### src/rtl/jtpopeye_dwnld_pkg.sv
// Shared types and constants for the Popeye ROM download splitter.
// region_t : where an incoming ioctl byte is routed.
// state_t  : SDRAM request FSM state.
// MASK_*   : active-low SDRAM byte-lane enables.
package jtpopeye_dwnld_pkg;

  typedef enum logic [1:0] {REG_SDRAM, REG_PROM, REG_NONE} region_t;
  typedef enum logic {IDLE, REQ} state_t;

  localparam logic [1:0] MASK_EVEN = 2'b10;
  localparam logic [1:0] MASK_ODD  = 2'b01;
  localparam logic [1:0] MASK_NONE = 2'b11;

  // Even byte addresses land on the low lane, odd ones on the high lane.
  function automatic logic [1:0] lane_mask(input logic addr_lsb);
    return addr_lsb ? MASK_ODD : MASK_EVEN;
  endfunction

endpackage

### src/rtl/jtpopeye_dwnld_skid.sv
// One-entry buffer for an SDRAM byte that arrives while a request is in flight.
// Ports:
//   clk_i, rst_i      : clock, synchronous active-high reset
//   push_i            : a byte wants to enter (addr_i/data_i)
//   ready_i           : consumer takes the held byte this cycle
//   valid_o           : a byte is held (addr_o/data_o)
//   ovf_clr_i         : clear the sticky overflow flag
//   overflow_o        : sticky, set when a push finds the buffer full
// Handshake: the held byte leaves on a cycle where valid_o && ready_i. A push
// is accepted when the buffer is empty or is being emptied on the same cycle;
// otherwise the byte is discarded and overflow_o is set.
module jtpopeye_dwnld_skid (
  input  logic        clk_i,
  input  logic        rst_i,
  input  logic        push_i,
  input  logic [21:0] addr_i,
  input  logic [7:0]  data_i,
  input  logic        ready_i,
  input  logic        ovf_clr_i,
  output logic        valid_o,
  output logic [21:0] addr_o,
  output logic [7:0]  data_o,
  output logic        overflow_o
);

  logic        valid_q, valid_d;
  logic [21:0] addr_q, addr_d;
  logic [7:0]  data_q, data_d;
  logic        ovf_q, ovf_d;
  logic        accept;

  assign accept = push_i && (!valid_q || ready_i);

  always_comb begin
    valid_d = valid_q;
    addr_d  = addr_q;
    data_d  = data_q;
    ovf_d   = ovf_q;
    if (valid_q && ready_i) valid_d = 1'b0;
    if (accept) begin
      valid_d = 1'b1;
      addr_d  = addr_i;
      data_d  = data_i;
    end
    if (ovf_clr_i) ovf_d = 1'b0;
    // A loss on the same cycle as the clear still counts.
    if (push_i && !accept) ovf_d = 1'b1;
  end

  always_ff @(posedge clk_i) begin
    if (rst_i) begin
      valid_q <= 1'b0;
      addr_q  <= '0;
      data_q  <= '0;
      ovf_q   <= 1'b0;
    end else begin
      valid_q <= valid_d;
      addr_q  <= addr_d;
      data_q  <= data_d;
      ovf_q   <= ovf_d;
    end
  end

  assign valid_o    = valid_q;
  assign addr_o     = addr_q;
  assign data_o     = data_q;
  assign overflow_o = ovf_q;

endmodule

### src/rtl/jtpopeye_dwnld.sv
// Splits the loader byte stream into SDRAM programming writes and PROM writes.
// Ports:
//   clk, rst                         : clock, synchronous active-high reset
//   downloading                      : high during the whole ROM transfer
//   ioctl_addr/ioctl_data/ioctl_wr   : incoming bytes, ioctl_wr is a 1-cycle strobe
//   prog_rdy                         : 1-cycle SDRAM write acknowledge
//   prog_addr/prog_data/prog_mask    : SDRAM word address, byte, active-low lanes
//   prog_we                          : SDRAM request, held until prog_rdy
//   prom_addr/prom_data/prom_we      : PROM byte write, one-hot 1-cycle strobe
//   dwnld_done                       : 1-cycle pulse once the transfer has drained
//   overflow                         : sticky, an SDRAM byte was lost
//   dbg_state                        : SDRAM FSM state
// SDRAM handshake: prog_we with prog_addr/prog_data/prog_mask is held stable
// until the cycle prog_rdy is high; the request drops on the following cycle.
module jtpopeye_dwnld
  import jtpopeye_dwnld_pkg::*;
#(
  parameter logic [21:0] PROM_START = 22'h1_2000,
  parameter int          PROM_AW    = 8,
  parameter int          PROM_N     = 4
) (
  input  logic               clk,
  input  logic               rst,
  input  logic               downloading,
  input  logic [21:0]        ioctl_addr,
  input  logic [7:0]         ioctl_data,
  input  logic               ioctl_wr,
  input  logic               prog_rdy,
  output logic [21:0]        prog_addr,
  output logic [7:0]         prog_data,
  output logic [1:0]         prog_mask,
  output logic               prog_we,
  output logic [PROM_AW-1:0] prom_addr,
  output logic [7:0]         prom_data,
  output logic [PROM_N-1:0]  prom_we,
  output logic               dwnld_done,
  output logic               overflow,
  output state_t             dbg_state
);

  localparam logic [21:0] PROM_N_W = 22'(PROM_N);

  // ---------------- region decode ----------------
  logic        byte_ok;
  logic [21:0] prom_off;
  logic [21:0] prom_idx;
  region_t     region;
  logic        sdram_in;

  assign byte_ok  = ioctl_wr && downloading;
  assign prom_off = ioctl_addr - PROM_START;
  assign prom_idx = prom_off >> PROM_AW;

  always_comb begin
    region = REG_NONE;
    if (ioctl_addr < PROM_START)  region = REG_SDRAM;
    else if (prom_idx < PROM_N_W) region = REG_PROM;
  end

  assign sdram_in = byte_ok && (region == REG_SDRAM);

  // ---------------- skid buffer ----------------
  state_t      state_q, state_d;
  logic        skid_valid, skid_take, skid_push;
  logic [21:0] skid_addr;
  logic [7:0]  skid_data;
  logic        dl_q, dl_rise, dl_fall;

  assign dl_rise = downloading && !dl_q;
  assign dl_fall = !downloading && dl_q;

  // In IDLE a held byte is issued first; a new byte arriving then takes its
  // place. In REQ every new byte must wait in the buffer, even if prog_rdy
  // arrives on the same cycle.
  assign skid_take = (state_q == IDLE) && skid_valid;
  assign skid_push = sdram_in && ((state_q == REQ) || skid_valid);

  jtpopeye_dwnld_skid u_skid (
    .clk_i      (clk),
    .rst_i      (rst),
    .push_i     (skid_push),
    .addr_i     (ioctl_addr),
    .data_i     (ioctl_data),
    .ready_i    (skid_take),
    .ovf_clr_i  (dl_rise),
    .valid_o    (skid_valid),
    .addr_o     (skid_addr),
    .data_o     (skid_data),
    .overflow_o (overflow)
  );

  // ---------------- SDRAM FSM ----------------
  logic [21:0] prog_addr_d;
  logic [7:0]  prog_data_d;
  logic [1:0]  prog_mask_d;
  logic        prog_we_d;

  always_ff @(posedge clk) begin
    if (rst) state_q <= IDLE;
    else     state_q <= state_d;
  end

  always_comb begin
    state_d = state_q;
    case (state_q)
      IDLE:    if (skid_valid || sdram_in) state_d = REQ;
      REQ:     if (prog_rdy) state_d = IDLE;
      default: state_d = IDLE;
    endcase
  end

  always_comb begin
    prog_addr_d = prog_addr;
    prog_data_d = prog_data;
    prog_mask_d = prog_mask;
    prog_we_d   = prog_we;
    if (state_q == IDLE) begin
      if (skid_valid) begin
        prog_addr_d = {1'b0, skid_addr[21:1]};
        prog_data_d = skid_data;
        prog_mask_d = lane_mask(skid_addr[0]);
        prog_we_d   = 1'b1;
      end else if (sdram_in) begin
        prog_addr_d = {1'b0, ioctl_addr[21:1]};
        prog_data_d = ioctl_data;
        prog_mask_d = lane_mask(ioctl_addr[0]);
        prog_we_d   = 1'b1;
      end
    end else if (prog_rdy) begin
      prog_we_d   = 1'b0;
      prog_mask_d = MASK_NONE;
    end
  end

  always_ff @(posedge clk) begin
    if (rst) begin
      prog_addr <= '0;
      prog_data <= '0;
      prog_mask <= MASK_NONE;
      prog_we   <= 1'b0;
    end else begin
      prog_addr <= prog_addr_d;
      prog_data <= prog_data_d;
      prog_mask <= prog_mask_d;
      prog_we   <= prog_we_d;
    end
  end

  assign dbg_state = state_q;

  // ---------------- PROM path ----------------
  logic [PROM_N-1:0] prom_we_d;
  logic              prom_sel;

  assign prom_sel = byte_ok && (region == REG_PROM);

  always_comb begin
    prom_we_d = '0;
    for (int i = 0; i < PROM_N; i++) prom_we_d[i] = prom_sel && (prom_idx == 22'(i));
  end

  always_ff @(posedge clk) begin
    if (rst) begin
      prom_addr <= '0;
      prom_data <= '0;
      prom_we   <= '0;
    end else begin
      prom_we <= prom_we_d;
      if (prom_sel) begin
        prom_addr <= prom_off[PROM_AW-1:0];
        prom_data <= ioctl_data;
      end
    end
  end

  // ---------------- end-of-transfer ----------------
  // A falling edge arms the pulse; it fires once nothing is in flight or
  // buffered. A new rising edge disarms it.
  logic pend_q, pend_now, drained;

  assign drained  = (state_q == IDLE) && !skid_valid;
  assign pend_now = pend_q || dl_fall;

  always_ff @(posedge clk) begin
    if (rst) begin
      dl_q       <= 1'b0;
      pend_q     <= 1'b0;
      dwnld_done <= 1'b0;
    end else begin
      dl_q       <= downloading;
      pend_q     <= pend_now && !downloading && !drained;
      dwnld_done <= pend_now && !downloading && drained;
    end
  end

endmodule

### config.mk
export PLATFORM = sky130hd
export DESIGN_NAME = jtpopeye_dwnld
export DESIGN_NICKNAME = d
export VERILOG_FILES = /design/src/rtl/jtpopeye_dwnld_pkg.sv /design/src/rtl/jtpopeye_dwnld_skid.sv /design/src/rtl/jtpopeye_dwnld.sv
export SDC_FILE = /design/constraint.sdc
export NUM_CORES = 1
export LEC_CHECK = 0
export ABC_AREA = 1
export CORE_ASPECT_RATIO = 0.7
export CORE_MARGIN = 8
export CORE_UTILIZATION = 37
export CTS_BUF_LIST = sky130_fd_sc_hd__clkbuf_16
export CTS_CLUSTER_SIZE = 12
export DETAILED_ROUTE_END_ITERATION = 7
export SLEW_MARGIN = 40
export SYNTH_ARGS = -nofsm -noshare
export SYNTH_HDL_FRONTEND = slang
export SYNTH_SLANG_ARGS = --single-unit
### constraint.sdc
create_clock -name clk -period 1.7 [get_ports clk]
set_input_delay 0.17 -clock clk [delete_from_list [all_inputs] [get_ports clk]]
set_output_delay 0.17 -clock clk [all_outputs]
set_load 0.05 [all_outputs]
==> results.md, run 1 <==
* Status: finished, final reports clean
* CTS H-tree depth at 3
* Post-Synthesis Cells at 510
* Part of the cycle the worst path needs at 0.975
* DP Area at 0.00484 mm^2
* Register-to-Register Path Depth at 6
* Synthesized area at 0.00377 mm^2
* Port bufs at 89
* Chip Width at 137 um
* Most frequent cells in the layout: nand2_1, dfxtp_1, nor2_1, a21oi_1, nand3_1
* Post-synth EDFFs at 0
* Top Layer Used: met4
* Vias per cell at 4.89
* CP endpoint kind: primary output
* Die Ht at 100 um
* Fmax at 603 MHz
* RSZ-0062 raised after global routing: false
* Crit path launch type: flip-flop
* DP Wirelength at 7.51 mm
* Maximum vdd drop at 0.698 mV
* Largest net degree at the start of global routing at 41
* Delay of the slowest cell on the worst path at 810 ps
* Avg Cell Area, Syn at 7.39 um^2
* Worst skew pair latency at 340 ps
* Design Power at 4720 uW
* Leading area contributor after synthesis: dfxtp_1
* Final Skew at 5.18 ps
* Drt drc at 0
* Inst Count DP at 718
* Metal3 WL at 989 um
* Io pins at 91
* Yosys reg bits at 88
* Post-synth net total at 546
* Top_reg_cell synth: dfxtp_1
* Worst EP arrival at 1490 ps
* Leakage at 0.00227 uW
* Synth cell types at 25
* WHS at 439 ps
* Initial core utilization at 0.385
* Gr ovfl total at 0
* CP top delay family: buffers and inverters
* Worst Path Required at 1530 ps
* CP Depth at 1
* Post-Route M1 WL at 4.96 mm
* Vias in the first global route at 3535
* Hold_buf cts at 0
* Drt first pass iters at 4
* Reg clk slew, reported paths at 60 ps
* Max cap viols at 0
* Via count at 3588
* # clock sinks at 88
* Max-slew headroom at 0.654
* Clock buffer depth at 2
* Die ar. at 0.0137 mm^2
* Initial antenna violation count at 0
* Final count of hold timing violations at 0
* Slowest CP cell: clkdlybuf4s50_1
* Slew @ Worst Pin at 519 ps
* Total track usage at 0.161
* Post-DRT Antenna Nets at 0
* Period minus WS final at 1660 ps
* Setup Buffers After CTS at 0
* Final Routed Wirelength at 10.6 mm
* Slew Limit Fails at 0
* Finished Layout Cells at 734
* Critical-path cell list: clkdlybuf4s50_1
* Cell area power density at 906 mW/mm^2
* WL met2 at 4.56 mm
* Ant diodes at 0
* Layout cells sized above 1 at 0.132
* Worst hold stages at 2
* Cell row count at 30
* Inserted Clock Buffers at 9
* CP Max Fanout at 2
* Worst Path Buf+Inv at 1
* First-pass GRT wire length at 17.9 mm
* GP Congestion at 0.796
* Ys Warns at 0
* CTS tree: built
* Core Util, Final at 0.532
* CTS root buffer: clkbuf_16
* Design area at 0.00522 mm^2
* Hold Path Class: flip-flop to flip-flop
* Synth area leaders: dfxtp_1, nand2_1, a21oi_1, nor2_1, nand3_1
* WS Path Type: flip-flop to primary output
* Final Setup Violations at 0
* Commonest non-fill, non-tap cell in the layout: nand2_1
* Layout net count at 637
* Area growth, synth to finish at 38.4%
* Synth top area share at 0.467
* Core Region at 0.00980 mm^2
* Initial DRC count at 285
* Seq/Total Area, Yosys at 0.467
* Async set-reset flop share out of synthesis at 0
* Drt wl/cell at 14.4 um
path summary, 6_finish.rpt:
path / startpoint / endpoint / slack (ps)
setup / recovery: prom_addr[5] / prom_addr[5] / 40
hold / removal: u_skid.addr_o[18] / u_skid.addr_o[18] / 440
setup reg to reg: u_skid.valid_o / u_skid.addr_o[4] / 290
hold reg to reg: u_skid.addr_o[18] / u_skid.addr_o[18] / 440
synthesized netlist by cell type, types with 11 or more instances:
cell / number
buf_2: 11
dfxtp_1: 88
nand3_1: 59
nand2_1: 107
a21oi_1: 64
clkbuf_1: 13
inv_1: 26
mux2i_1: 23
nor2_1: 83
flip-flops by register name, summed over array words and instances, names as in the netlist:
| signal | flops |
|---|---|
| dbg_state | 1 |
| dl_q | 1 |
| dwnld_done | 1 |
| pend_q | 1 |
| prog_addr | 21 |
| prog_data | 8 |
| prog_mask | 2 |
| prog_we | 1 |
| prom_addr | 8 |
| prom_data | 8 |
| prom_we | 4 |
| u_skid.addr_o | 22 |
| u_skid.data_o | 8 |
| u_skid.overflow_o | 1 |
| u_skid.valid_o | 1 |
logic make-up (layout without fill, tap and decap cells):
kind of cell / after synthesis / count (layout) / share of synthesized area
adder cells (fa/ha/maj): 1 / 1 / 0.00332
AO/OA/AOI/OAI: 67 / 67 / 0.0896
XOR/XNOR: 2 / 2 / 0.00465
multiplexers: 23 / 23 / 0.0611
other: 1 / 1 / 0.000995
flip-flops: 88 / 88 / 0.467
buffers and inverters: 64 / 160 / 0.0793
AND/OR/NAND/NOR: 264 / 264 / 0.293
cell type report:
class                           instances  area, um^2
Multi-Input combinational cell        358        1710
Clock buffer                            9         225
Clock inverter                          7         134
Timing Repair Buffer                  116        1120
Fill cell                             964        4580
Sequential cell                        88        1760
Inverter                               28         105
Tap cell                              128         160
power breakdown:
part / internal, uW / switching, uW / total (uW)
Combinational: 129 / 149 / 279
Clock: 1570 / 801 / 2380
Sequential: 2070 / 3.16 / 2070
metal layers:
layer  GRT usage  vias to the layer above
li1            -                     1828
met3      0.0524                        8
met5           0                        -
met2       0.242                      117
met1       0.217                     1635
met4      0.0404                        0
timing repair:
action                     CTS  global route
pin swaps                    0             0
hold endpoints to repair     0             0
gates resized for setup      1             7
setup endpoints to repair    1             7
through the flow:
step                setup WS [ps]  setup TNS [ps]
global route                 1.14               0
detailed placement           -126           -5670
CTS                          5.39               0
finish                       42.6               0
floorplan                     101               0
global placement             -115           -3590
Note: power is estimated with default switching activity, not from simulation.
==> inputs of run 2 (changes only) <==
--- a/config.mk
+++ b/config.mk
@@ -6,7 +6,7 @@
 export NUM_CORES = 1
 export LEC_CHECK = 0
 export ABC_AREA = 1
-export CORE_ASPECT_RATIO = 0.7
+export CORE_ASPECT_RATIO = 2
 export CORE_MARGIN = 8
 export CORE_UTILIZATION = 37
 export CTS_BUF_LIST = sky130_fd_sc_hd__clkbuf_16
==> run 2 against run 1 <==
Effect of this change: sequential share of layout area grew 0.75 points; non-clock buffer count shrank 5; sequential power is essentially flat; largest power group is now sequential cells.
==> results.md, run 2 (synthesis results as in run 1) <==
* CTS tree: built (unchanged)
* DP Wirelength at 7.62 mm (was 7.51 mm)
* Die Ht at 159 um (was 100 um)
* CTS root buffer: clkbuf_16 (unchanged)
* Initial DRC count at 157 (was 285)
* Drt wl/cell at 14.3 um (was 14.4 um)
* Inserted Clock Buffers at 9 (unchanged)
* Largest net degree at the start of global routing at 61 (was 41)
* Chip Width at 87.4 um (was 137 um)
* Core Region at 0.0100 mm^2 (was 0.00980 mm^2)
* Hold Path End: u_skid.addr_o[18] (unchanged)
* First-pass GRT wire length at 17.3 mm (was 17.9 mm)
* Final count of hold timing violations at 0 (unchanged)
* Leakage at 0.00215 uW (was 0.00227 uW)
* CTS H-tree depth at 3 (unchanged)
* CP top delay family: buffers and inverters (unchanged)
* Final Routed Wirelength at 10.5 mm (was 10.6 mm)
* Reg clk slew, reported paths at 60 ps (about the same)
* Ant diodes at 0 (unchanged)
* Io pins at 91 (unchanged)
* Reg2reg start: u_skid.valid_o (unchanged)
* Via count at 3494 (was 3588)
* Post-DRT Antenna Nets at 0 (unchanged)
* Delay of the slowest cell on the worst path at 810 ps (about the same)
* Hold_buf cts at 0 (unchanged)
* Final Setup Violations at 0 (unchanged)
* Fillers at 1037 (was 964)
* CP endpoint kind: primary output (unchanged)
* Most frequent cells in the layout: nand2_1, dfxtp_1, nor2_1, a21oi_1, clkdlybuf4s50_1 (was nand2_1, dfxtp_1, nor2_1, a21oi_1, nand3_1)
* Worst Path Required at 1530 ps (about the same)
* Period minus WS final at 1660 ps (about the same)
* Max FFs per register at 22 (unchanged)
* Status: finished, final reports clean (unchanged)
* Crit Reg-Reg Endpoint: prog_addr[3] (was u_skid.addr_o[4])
* Worst hold stages at 2 (unchanged)
* Vias in the first global route at 3512 (was 3535)
* Area growth, synth to finish at 35.4% (was 38.4%)
* DP Area at 0.00481 mm^2 (was 0.00484 mm^2)
* Drt first pass iters at 4 (unchanged)
* Final Skew at 3.74 ps (was 5.18 ps)
* Drt drc at 0 (unchanged)
* RSZ-0062 raised after global routing: false (unchanged)
* Worst EP arrival at 1490 ps (about the same)
* CP Max Fanout at 2 (unchanged)
* Total track usage at 0.159 (was 0.161)
* # clock sinks at 88 (unchanged)
* WS Path Type: flip-flop to primary output (unchanged)
* Part of the cycle the worst path needs at 0.975 (about the same)
* Port bufs at 89 (unchanged)
* R2r setup slk at 280 ps (was 290 ps)
* Hold Path Class: flip-flop to flip-flop (unchanged)
* Commonest non-fill, non-tap cell in the layout: nand2_1 (unchanged)
* Worst Path Buf+Inv at 1 (unchanged)
* GP Congestion at 0.744 (was 0.796)
* Design area at 0.00510 mm^2 (was 0.00522 mm^2)
* Clock buffer depth at 2 (unchanged)
* Layout cells sized above 1 at 0.118 (was 0.132)
* Slowest CP cell: clkdlybuf4s50_1 (unchanged)
* Critical-path cell list: clkdlybuf4s50_1 (unchanged)
* Slew Limit Fails at 0 (unchanged)
* Hold Startpoint: u_skid.addr_o[18] (unchanged)
* Die ar. at 0.0139 mm^2 (was 0.0137 mm^2)
* Fmax at 603 MHz (about the same)
* Initial core utilization at 0.376 (was 0.385)
* Gr ovfl total at 0 (unchanged)
* Max cap viols at 0 (unchanged)
* Cell row count at 52 (was 30)
* Worst skew pair latency at 330 ps (was 340 ps)
* Crit path launch type: flip-flop (unchanged)
* Register-to-Register Path Depth at 5 (was 6)
* Max-slew headroom at 0.654 (about the same)
* Initial antenna violation count at 0 (unchanged)
* Maximum vdd drop at 0.563 mV (was 0.698 mV)
* Slew @ Worst Pin at 518 ps (was 519 ps)
* Cell area power density at 826 mW/mm^2 (was 906 mW/mm^2)
* Vias per cell at 4.75 (was 4.89)
* Final setup TNS at 0 ps (unchanged)
* Layout net count at 632 (was 637)
## run 2: cell count changes in the layout (fill, tap and decap cells not counted), sizes merged
cell	before	now
buf	53	47
bufinv	4	1
clkdlybuf4s50	55	60
clkinv	3	2
clkinvlp	0	1
dlygate4sd2	1	0
dlymetal6s2s	7	4
inv	28	30
## run 2: stage by stage
| step | hold slack, ps | total power, uW | worst slack, ps | instances | util |
|---|---|---|---|---|---|
| after floorplan | 249 | 2230 | 101 | 510 | - |
| after global placement | 426 | 2390 | -67.5 | 720 | 0.480 |
| after detailed placement | 431 | 2390 | -117 | 720 | 0.480 |
| after CTS | 441 | 4270 | 1.35 | 735 | 0.508 |
| after global routing | 463 | 4370 | 2.36 | 735 | 0.509 |
| final | 442 | 4210 | 41.8 | 735 | 0.509 |
## run 2: worst max-delay path by stage
stage	end	cells after the start	from	slack [ps]
2_1_floorplan	u_skid.data_o[3]	5	dbg_state	100
3_3_place_gp	prom_we[3]	8	ioctl_addr[13]	-70
3_5_place_dp	prom_addr[2]	10	ioctl_addr[14]	-120
4_1_cts	prom_addr[5]	1	prom_addr[5]	1
5_1_grt	prom_data[1]	1	prom_data[1]	2
6_report	prom_data[5]	1	prom_data[5]	40
## run 2: power by group
group	switching [uW]	leakage, uW	total [uW]	internal, uW
Clock	757	0.000141	1870	1110
Combinational	145	0.00130	274	130
Sequential	3.07	0.000710	2070	2070
## run 2: layer usage
metal | global-route usage | up-vias | wire (um)
li1 | - | 1819 | -
met1 | 0.162 | 1601 | 4110
met2 | 0.299 | 70 | 5910
met3 | 0.0346 | 4 | 392
met4 | 0.0576 | 0 | 83
met5 | 0 | - | 0
## run 2: layout make-up
type | instances | area, um^2 | share of cell area
clock buffer | 9 | 225 | 0.0441
tap | 135 | 169 | 0.0331
clock inverter | 6 | 53.8 | 0.0105
sequential | 88 | 1760 | 0.346
multi-input combinational | 358 | 1710 | 0.335
inverter | 28 | 105 | 0.0206
timing repair buffer | 111 | 1080 | 0.211
## run 2: timing repair
item | 4_1_cts | 5_1_grt
buffers inserted | 0 | 0
gates resized for setup | 0 | 4
setup endpoints to repair | 0 | 4
==> inputs of run 3 (changes only) <==
--- a/config.mk
+++ b/config.mk
@@ -12,6 +12,7 @@
 export CTS_BUF_LIST = sky130_fd_sc_hd__clkbuf_16
 export CTS_CLUSTER_SIZE = 12
 export DETAILED_ROUTE_END_ITERATION = 7
+export REMOVE_ABC_BUFFERS = 1
 export SLEW_MARGIN = 40
 export SYNTH_ARGS = -nofsm -noshare
 export SYNTH_HDL_FRONTEND = slang
==> run 3 against run 2 <==
Effect of this change: first-iteration DRC count grew 39%; final cell count grew 0.95%; critical path depth is the same; clock power is essentially flat; non-clock buffer count grew 6; die area is the same; combinational power is essentially flat; setup slack lost 13 ps; global-route usage shrank 0.29 points; count of clock-buffer cells in the layout is the same; critical endpoint is now prog_addr[7]; largest cell class unchanged; largest power group unchanged; highest routed layer unchanged.
==> results.md, run 3 (synthesis results as in run 1) <==
* Status: finished, final reports clean (unchanged)
* Period minus WS final at 1670 ps (was 1660 ps)
* Global-route met2 utilization at 0.290 (was 0.299)
* Ant diodes at 0 (unchanged)
* Finished Layout Cells at 742 (was 735)
* # clock sinks at 88 (unchanged)
* DP Area at 0.00489 mm^2 (was 0.00481 mm^2)
* DP Wirelength at 7.33 mm (was 7.62 mm)
* Total area of sequential cells at 0.00176 mm^2 (unchanged)
* Part of the cycle the worst path needs at 0.983 (was 0.975)
* Most frequent cells in the layout: nand2_1, dfxtp_1, nor2_1, clkdlybuf4s50_1, a21oi_1 (was nand2_1, dfxtp_1, nor2_1, a21oi_1, clkdlybuf4s50_1)
* Area growth, synth to finish at 37.9% (was 35.4%)
* CP Max Fanout at 2 (unchanged)
* Final Skew at 11.0 ps (was 3.74 ps)
* Initial antenna violation count at 0 (unchanged)
* Gr ovfl total at 0 (unchanged)
* Drt wl/cell at 14.3 um (about the same)
* Drt first pass iters at 6 (was 4)
* CP top delay family: buffers and inverters (unchanged)
* Leakage at 0.00233 uW (was 0.00215 uW)
* Design area at 0.00520 mm^2 (was 0.00510 mm^2)
* Slew Limit Fails at 0 (unchanged)
* CTS tree: built (unchanged)
* Inst Count DP at 726 (was 720)
* Die Ht at 159 um (unchanged)
* Clock buffer depth at 2 (unchanged)
* Initial DRC count at 219 (was 157)
* Reg clk slew, reported paths at 60 ps (about the same)
* Hold Path Class: input pin to flip-flop (was flip-flop to flip-flop)
* Max cap viols at 0 (unchanged)
* Vias per cell at 4.84 (was 4.75)
* Commonest non-fill, non-tap cell in the layout: nand2_1 (unchanged)
* Setup Buffers After CTS at 0 (unchanged)
* Maximum vdd drop at 0.508 mV (was 0.563 mV)
* GR Util met1 at 0.156 (was 0.162)
* Area occupied by multi-input gates at 0.00171 mm^2 (unchanged)
* CP endpoint kind: primary output (unchanged)
* Total track usage at 0.156 (was 0.159)
* Drt drc at 0 (unchanged)
* Crit path launch type: flip-flop (unchanged)
* Final Setup Violations at 0 (unchanged)
* Worst skew pair latency at 350 ps (was 330 ps)
* Delay of the slowest cell on the worst path at 820 ps (was 810 ps)
* Fillers at 1020 (was 1037)
* Fmax at 598 MHz (was 603 MHz)
* Port bufs at 89 (unchanged)
* Max FFs per register at 22 (unchanged)
* Max-slew headroom at 0.650 (was 0.654)
* GP Congestion at 0.760 (was 0.744)
* CTS root buffer: clkbuf_16 (unchanged)
* Worst Path Required at 1530 ps (about the same)
* Final Routed Wirelength at 10.6 mm (was 10.5 mm)
* Critical-path cell list: clkdlybuf4s50_1 (unchanged)
* Slowest CP cell: clkdlybuf4s50_1 (unchanged)
* Cell row count at 52 (unchanged)
* Final count of hold timing violations at 0 (unchanged)
* First-pass GRT wire length at 17.0 mm (was 17.3 mm)
* Slew @ Worst Pin at 525 ps (was 518 ps)
* CTS H-tree depth at 3 (unchanged)
* Layout net count at 638 (was 632)
* WS Path Type: flip-flop to primary output (unchanged)
* Global routing's busiest layer: met2 (unchanged)
* Core Region at 0.0100 mm^2 (unchanged)
* RSZ-0062 raised after global routing: false (unchanged)
* Cell area power density at 816 mW/mm^2 (was 826 mW/mm^2)
* Inserted Clock Buffers at 9 (unchanged)
* Worst Path Buf+Inv at 1 (unchanged)
* Via count at 3592 (was 3494)
* Worst EP arrival at 1500 ps (was 1490 ps)
* Chip Width at 87.4 um (unchanged)
* Layout cells sized above 1 at 0.0988 (was 0.118)
* Largest net degree at the start of global routing at 47 (was 61)
* WHS at 429 ps (was 442 ps)
* Die ar. at 0.0139 mm^2 (unchanged)
* Vias in the first global route at 3523 (was 3512)
* Io pins at 91 (unchanged)
* Met3 usage at 0.0300 (was 0.0346)
* Initial core utilization at 0.376 (unchanged)
* Post-DRT Antenna Nets at 0 (unchanged)
[run 3: cell types whose count changed in the layout (fill, tap and decap cells not counted)]
| cell | before | now |
|---|---|---|
| dlymetal6s2s_1 | 4 | 13 |
| dlygate4sd2_1 | 0 | 2 |
| buf_4 | 41 | 31 |
| clkdlybuf4s50_1 | 60 | 66 |
| clkinvlp_4 | 1 | 0 |
| buf_12 | 6 | 5 |
| clkinv_1 | 1 | 2 |
| clkinv_2 | 1 | 2 |
[run 3: worst paths after layout]
path	slack [ps]	cells past startpoint	start	endpoint
hold / removal	430	3	ioctl_addr[13]	u_skid.addr_o[13]
setup reg to reg	260	6	u_skid.valid_o	u_skid.addr_o[10]
setup / recovery	30	1	prog_addr[7]	prog_addr[7]
hold reg to reg	440	2	u_skid.addr_o[19]	u_skid.addr_o[19]
[run 3: stage by stage]
stage                     worst slack [ps]  TNS [ps]  total power, uW   util
after CTS                             13.8         0             4280  0.516
final                                 29.1         0             4240  0.519
after global placement                -125     -4430             2390  0.488
after detailed placement              -117     -4570             2390  0.488
after floorplan                      -1440    -66340             2220      -
after global routing                  1.76         0             4390  0.519
[run 3: timing repair]
| action | CTS | global route |
|---|---|---|
| pin swaps | 0 | 0 |
| hold buffers | 0 | 0 |
| resized for setup | 2 | 13 |
| setup endpoints to repair | 2 | 13 |
| cloned | 0 | 0 |
[run 3: metal layers]
layer | up-vias | part of all wire
li1 | 1823 | -
met1 | 1675 | 0.38
met2 | 82 | 0.56
met3 | 12 | 0.038
met4 | 0 | 0.021
met5 | - | 0
[run 3: where the power goes]
part	leakage, uW	switching (uW)	internal, uW
clock network	0.000147	785	1110
registers	0.000710	2.77	2070
logic	0.00147	142	131
[run 3: area by class of cell]
cell class                 count  area share
clock buffer                   9      0.0433
clock inverter                 7      0.0106
inverter                      28      0.0202
multi-input combinational    358       0.329
sequential                    88       0.339
tap                          135      0.0325
timing repair buffer         117       0.226
